## config.mk

```make
export PLATFORM = sky130hd
export DESIGN_NAME = cb_edge_cap_mc
export DESIGN_NICKNAME = d
export VERILOG_FILES = /design/src/rtl/cb_edge_cap_mc.sv
export SDC_FILE = /design/constraint.sdc
export NUM_CORES = 1
export LEC_CHECK = 0
export BUFFER_PORTS_ARGS = -buffer_cell sky130_fd_sc_hd__buf_2
export CAP_MARGIN = 20
export CORE_MARGIN = 2
export CORE_UTILIZATION = 30
export DETAILED_ROUTE_END_ITERATION = 8
export PLACE_DENSITY = 0.58
export SLEW_MARGIN = 40
export SYNTH_ARGS = -nofsm -noshare
export SYNTH_HDL_FRONTEND = slang
export SYNTH_SLANG_ARGS = --single-unit
```

## constraint.sdc

```tcl
create_clock -name clk_sys -period 2.9 [get_ports clk_sys]
set_clock_uncertainty 0.2 [all_clocks]
set_input_delay 0.29 -clock clk_sys [delete_from_list [all_inputs] [get_ports clk_sys]]
set_output_delay 0.29 -clock clk_sys [all_outputs]
set_load 0.01 [all_outputs]
```

## src/rtl/cb_edge_cap_mc.sv

```systemverilog
// Multi-channel edge capture: synchroniser, optional glitch filter, edge pulses, W1C sticky flags
// and masked interrupt. Define CB_EDGE_CAP_FLT_EN to compile in the per-channel glitch filter.
module cb_edge_cap_mc #(
  parameter int          U_DLY    = 1,
  parameter int unsigned CH_NUM   = 8,
  parameter int unsigned SYNC_STG = 2,
  parameter int unsigned FLT_CYC  = 4
) (
  input  logic              clk_sys,
  input  logic              rst,
  input  logic [CH_NUM-1:0] sig_in,
  output logic [CH_NUM-1:0] edge_r,
  output logic [CH_NUM-1:0] edge_f,
  output logic [CH_NUM-1:0] edge_rf,
  output logic [CH_NUM-1:0] sig_lvl,
  input  logic [CH_NUM-1:0] sticky_clr,
  output logic [CH_NUM-1:0] edge_sticky,
  input  logic [CH_NUM-1:0] irq_mask,
  output logic              irq
);

  if (CH_NUM < 1 || CH_NUM > 32 || SYNC_STG < 2 || SYNC_STG > 4 ||
      FLT_CYC < 1 || FLT_CYC > 65535 || U_DLY < 0) begin : g_param_chk
    $error("cb_edge_cap_mc: parameter out of range");
  end

  logic [CH_NUM-1:0] s_sync;

  for (genvar i = 0; i < CH_NUM; i++) begin : g_ch
    (* ASYNC_REG = "TRUE" *) logic [SYNC_STG-1:0] sync_q;
    logic lvl_q;
    logic lvl_d_q;
    logic r_q;
    logic f_q;
    logic rf_q;
    logic sticky_q;

    always_ff @(posedge clk_sys or posedge rst) begin
      if (rst) begin
        sync_q <= '0;
      end else begin
        sync_q <= {sync_q[SYNC_STG-2:0], sig_in[i]};
      end
    end

    assign s_sync[i] = sync_q[SYNC_STG-1];

`ifdef CB_EDGE_CAP_FLT_EN
    localparam int unsigned CntW = $clog2(FLT_CYC + 1);
    logic [CntW-1:0] cnt_q;

    // Level only moves after FLT_CYC consecutive cycles of disagreement; any agreement restarts.
    always_ff @(posedge clk_sys or posedge rst) begin
      if (rst) begin
        cnt_q <= '0;
        lvl_q <= 1'b0;
      end else if (s_sync[i] == lvl_q) begin
        cnt_q <= '0;
      end else if (cnt_q == CntW'(FLT_CYC - 1)) begin
        cnt_q <= '0;
        lvl_q <= s_sync[i];
      end else begin
        cnt_q <= cnt_q + CntW'(1);
      end
    end
`else
    always_ff @(posedge clk_sys or posedge rst) begin
      if (rst) begin
        lvl_q <= 1'b0;
      end else begin
        lvl_q <= s_sync[i];
      end
    end
`endif

    // A new edge in the same cycle as a clear keeps the flag set.
    always_ff @(posedge clk_sys or posedge rst) begin
      if (rst) begin
        lvl_d_q  <= 1'b0;
        r_q      <= 1'b0;
        f_q      <= 1'b0;
        rf_q     <= 1'b0;
        sticky_q <= 1'b0;
      end else begin
        lvl_d_q  <= lvl_q;
        r_q      <= ~lvl_d_q & lvl_q;
        f_q      <= lvl_d_q & ~lvl_q;
        rf_q     <= lvl_d_q ^ lvl_q;
        sticky_q <= (sticky_q & ~sticky_clr[i]) | (lvl_d_q ^ lvl_q);
      end
    end

    assign sig_lvl[i]     = lvl_q;
    assign edge_r[i]      = r_q;
    assign edge_f[i]      = f_q;
    assign edge_rf[i]     = rf_q;
    assign edge_sticky[i] = sticky_q;
  end

  always_ff @(posedge clk_sys or posedge rst) begin
    if (rst) begin
      irq <= 1'b0;
    end else begin
      irq <= |(edge_sticky & irq_mask);
    end
  end

endmodule

```

# --- Word level (Yosys, flattened, before mapping) ---
# Index checks and enable logic that the tools add are counted.
word_totals:
  wordCells: 123
  register_bits: 65
  input_bits: 26
  out_inout_bits: 41
classes:
  n_bitwise: 65
  reduce_logical: 1
ops:
  columns: ["op", "count"]
  rows:
  - ["$and A1 B1 Y1", 24]
  - ["$not A1 Y1", 24]
  - ["$and A8 B8 Y8", 1]
  - ["$or A1 B1 Y1", 8]
  - ["$reduce_or A8 Y1", 1]
  - ["$xor A1 B1 Y1", 8]

# --- Longest topological paths before layout ---
depth:
  ltp_word: 3
  mapped_depth: 3

# --- Least setup slack after synthesis ---
# No wires, ideal clock.
synth_path:
  kind: "register to register"
  startpoint: "register g_ch[0].lvl_q"
  endpoint: "register g_ch[0].sticky_q"
  path_slack_ns: 1.838
  period_less_slack_ns: 1.062
  path_stages_with_launch: 4
  path_buffers: 0
  arrival_ns: 0.737
  cell_sequence: "dfrtp_1 inv_1 ha_1 o21ai_0"
synth_between:
  elab_chain_cells: 2
synth_rtl:
  columns: ["element", "line", "source"]
  rows:
  - ["start: declaration", "31", "logic lvl_q;"]
  - ["start signal: assignment", "71", "lvl_q <= s_sync[i];"]
  - ["$xor A1 B1 Y1", "89", "sticky_q <= (sticky_q & ~sticky_clr[i]) | (lvl_d_q ^ lvl_q);"]
  - ["$or A1 B1 Y1", "89", null]
  - ["end signal: assignment", "89", null]
  - ["end: declaration", "36", "logic sticky_q;"]
# Every way passes these cells.

# --- Worst setup path in the final report ---
layout_path:
  startpoint: "input port irq_mask[7]"
  endpoint: "register irq"
layout_between:
  elab_chain_cells: 2
layout_rtl:
  columns: ["element", "line", "source"]
  rows:
  - ["start: declaration", "18", "input logic [CH_NUM-1:0] irq_mask,"]
  - ["$and A8 B8 Y8", "104", "irq <= |(edge_sticky & irq_mask);"]
  - ["$reduce_or A8 Y1", "104", null]
  - ["end signal: assignment", "104", null]
  - ["end: declaration", "19", "output logic irq"]
# Every way passes these cells.

==> flow_summary.ini <==
[outcome]
outcome = completed

[route]
m1WireLength_mm = 1.42
drt_iter0_drc = 21
routed_wl_mm = 3.42
drt_first_pass_iters = 4
vias_per_cell = 3.61
dr.max_layer_used = met4
wl_per_cell_um = 10.3
vias = 1200
drc_errors = 0
wl_met2_mm = 1.59
ant_nets = 0
met3_length_um = 332

[clock_network]
numCtsBuffers = 9
cts_tree = built
cts.sinks = 65
cts-root-buf = clkbuf_8
htreeDepth = 3
cts_resized = 0
clk_pin_slew_ps = 60
cts_setup_buffers = 0
clock_latency_ps = 330
holdBufCountCts = 20
cts.path.max_buffers = 2

[die]
fp.dieH_um = 92.1
rows = 32
initial_core_util_pct = 30.6
core_area_sq_um = 7610
die-area_sq_um = 8480
io-pin-count = 67
die_x_um = 92.1

[worst_setup_path]
critPathArrivalTime_ps = 2260
critPathLaunch = irq_mask[7]
cp_max_fo = 1
critPathLaunchType = input port
reg2reg_from = g_ch[7].sticky_q$_DFF_PP0_
crit_path_end_kind = flop
path_class = input port to flop
cp.required_ps = 2920

[sta]
finalCritPeriodShare_pct = 77.5
slew_viol_final = 0
fin_crit_ps = 2250
hold_viol = 0
worstMarginPinSlew_ps = 585
setup_viol = 0
fmax_ghz = 0.445
slew-limit-headroom_pct = 61.0
rsz0062_at_grt = no
tns_ps = 0

[grt]
grt_max_degree = 37
grt_overflow = 0
grt_util_all_layers_pct = 9.33
grt_pass1_wl_mm = 5.76
grt_pass1_vias = 1238
antenna_found_initial = 0

[finish]
antenna_cells = 0
final_cell_mix = buf_2 (66), dfrtp_1 (65), inv_1 (32)
final_common_cell = buf_2
seq_area_sq_um = 1630
drive_gt1_share_pct = 35.2
fillers = 748
area_delta_synth_final_pct = 23.2
final_nets = 267
multi_input_area_sq_um = 277

[power_and_ir_drop]
finalPower_uw = 1820
power_density_nw_per_um2 = 634
leakagePower_uw = 0.00154
ir_drop_mv = 0.334

[worst_hold_path]
min_from = g_ch[6].sync_q[0]$_DFF_PP0_
hp-class = flop to flop

[logic_synthesis]
postSynthAreaPerCell_sq_um = 13.9
ys_ff_latch = 65
syn_nets = 209
ys_seq_area_share_pct = 69.9
synth_cell_types = 7
mappedNetlistArea_sq_um = 2330
ys_warn_count = 0
synthCells = 167

[place]
port_buffers = 66
hpwl_mm = 2.37
gp_congestion = 0.709

[job]
drv_cap = 0
## path summary, 6_finish.rpt
kind	slack [ps]	cells past startpoint	to
max in group asynchronous	1260	4	g_ch[7].lvl_q$_DFF_PP0_
max reg2reg	800	4	irq$_DFF_PP0_
max	650	6	irq$_DFF_PP0_
min in group asynchronous	370	3	g_ch[7].sync_q[0]$_DFF_PP0_
min	140	0	g_ch[6].sync_q[1]$_DFF_PP0_
min reg2reg	140	0	g_ch[6].sync_q[1]$_DFF_PP0_
## sequential cells by signal (all words and copies together), names as in the netlist
signal         flops
g_ch.r_q           8
g_ch.rf_q          8
g_ch.lvl_d_q       8
irq                1
g_ch.sticky_q      8
g_ch.sync_q       16
g_ch.f_q           8
g_ch.lvl_q         8
## worst max-delay path: stages
cell	delay (ps)
dlygate4sd3_1	540
buf_2	120
a22oi_1	130
dlygate4sd3_1	570
nand4_1	60
dlygate4sd3_1	560
## stage by stage
stage | hold WS (ps) | instances | setup slack (ps) | instance area, sq um | util [%]
after floorplan | 121 | 167 | 784 | 2330 | -
after global placement | 132 | 296 | 1390 | 2490 | 32.8
after detailed placement | 135 | 296 | 1370 | 2490 | 32.8
after CTS | 147 | 332 | 670 | 2870 | 37.7
after global routing | 157 | 332 | 570 | 2870 | 37.7
final | 144 | 332 | 654 | 2870 | 37.7
## metal layers
metal  GRT usage (%)  vias to the layer above
li1                -                      579
met1            10.6                      561
met2            13.8                       51
met3            5.18                        9
met4            5.22                        0
met5               0                        -
## logic make-up after synthesis
kind of cell    synth area share [%]
simple gates                   0.269
compound gates                  3.01
fa+ha+maj                       8.60
flops                           69.9
buf+inv                         18.2
## Yosys cell counts
master / n / area [sq um]
inv_1: 33 / 124
buf_4: 40 / 300
ha_1: 16 / 200
o21ai_0: 8 / 40.0
a22oi_1: 4 / 30.0
nand4_1: 1 / 6.26
dfrtp_1: 65 / 1630
## layout make-up
| class | count | share of cell area, % |
|---|---|---|
| Clock buffer | 14 | 5.67 |
| Clock inverter | 2 | 0.436 |
| Inverter | 33 | 4.32 |
| Multi-Input combinational cell | 29 | 9.64 |
| Sequential cell | 65 | 56.7 |
| Tap cell | 102 | 4.45 |
| Timing Repair Buffer | 87 | 18.8 |
## report_power, final
part | switching, uW | internal, uW | total [uW]
clock network | 310 | 356 | 666
logic | 82.7 | 76.6 | 159
registers | 28.3 | 965 | 993
total | 421 | 1400 | 1820
Power figures use the tool's default switching activity.
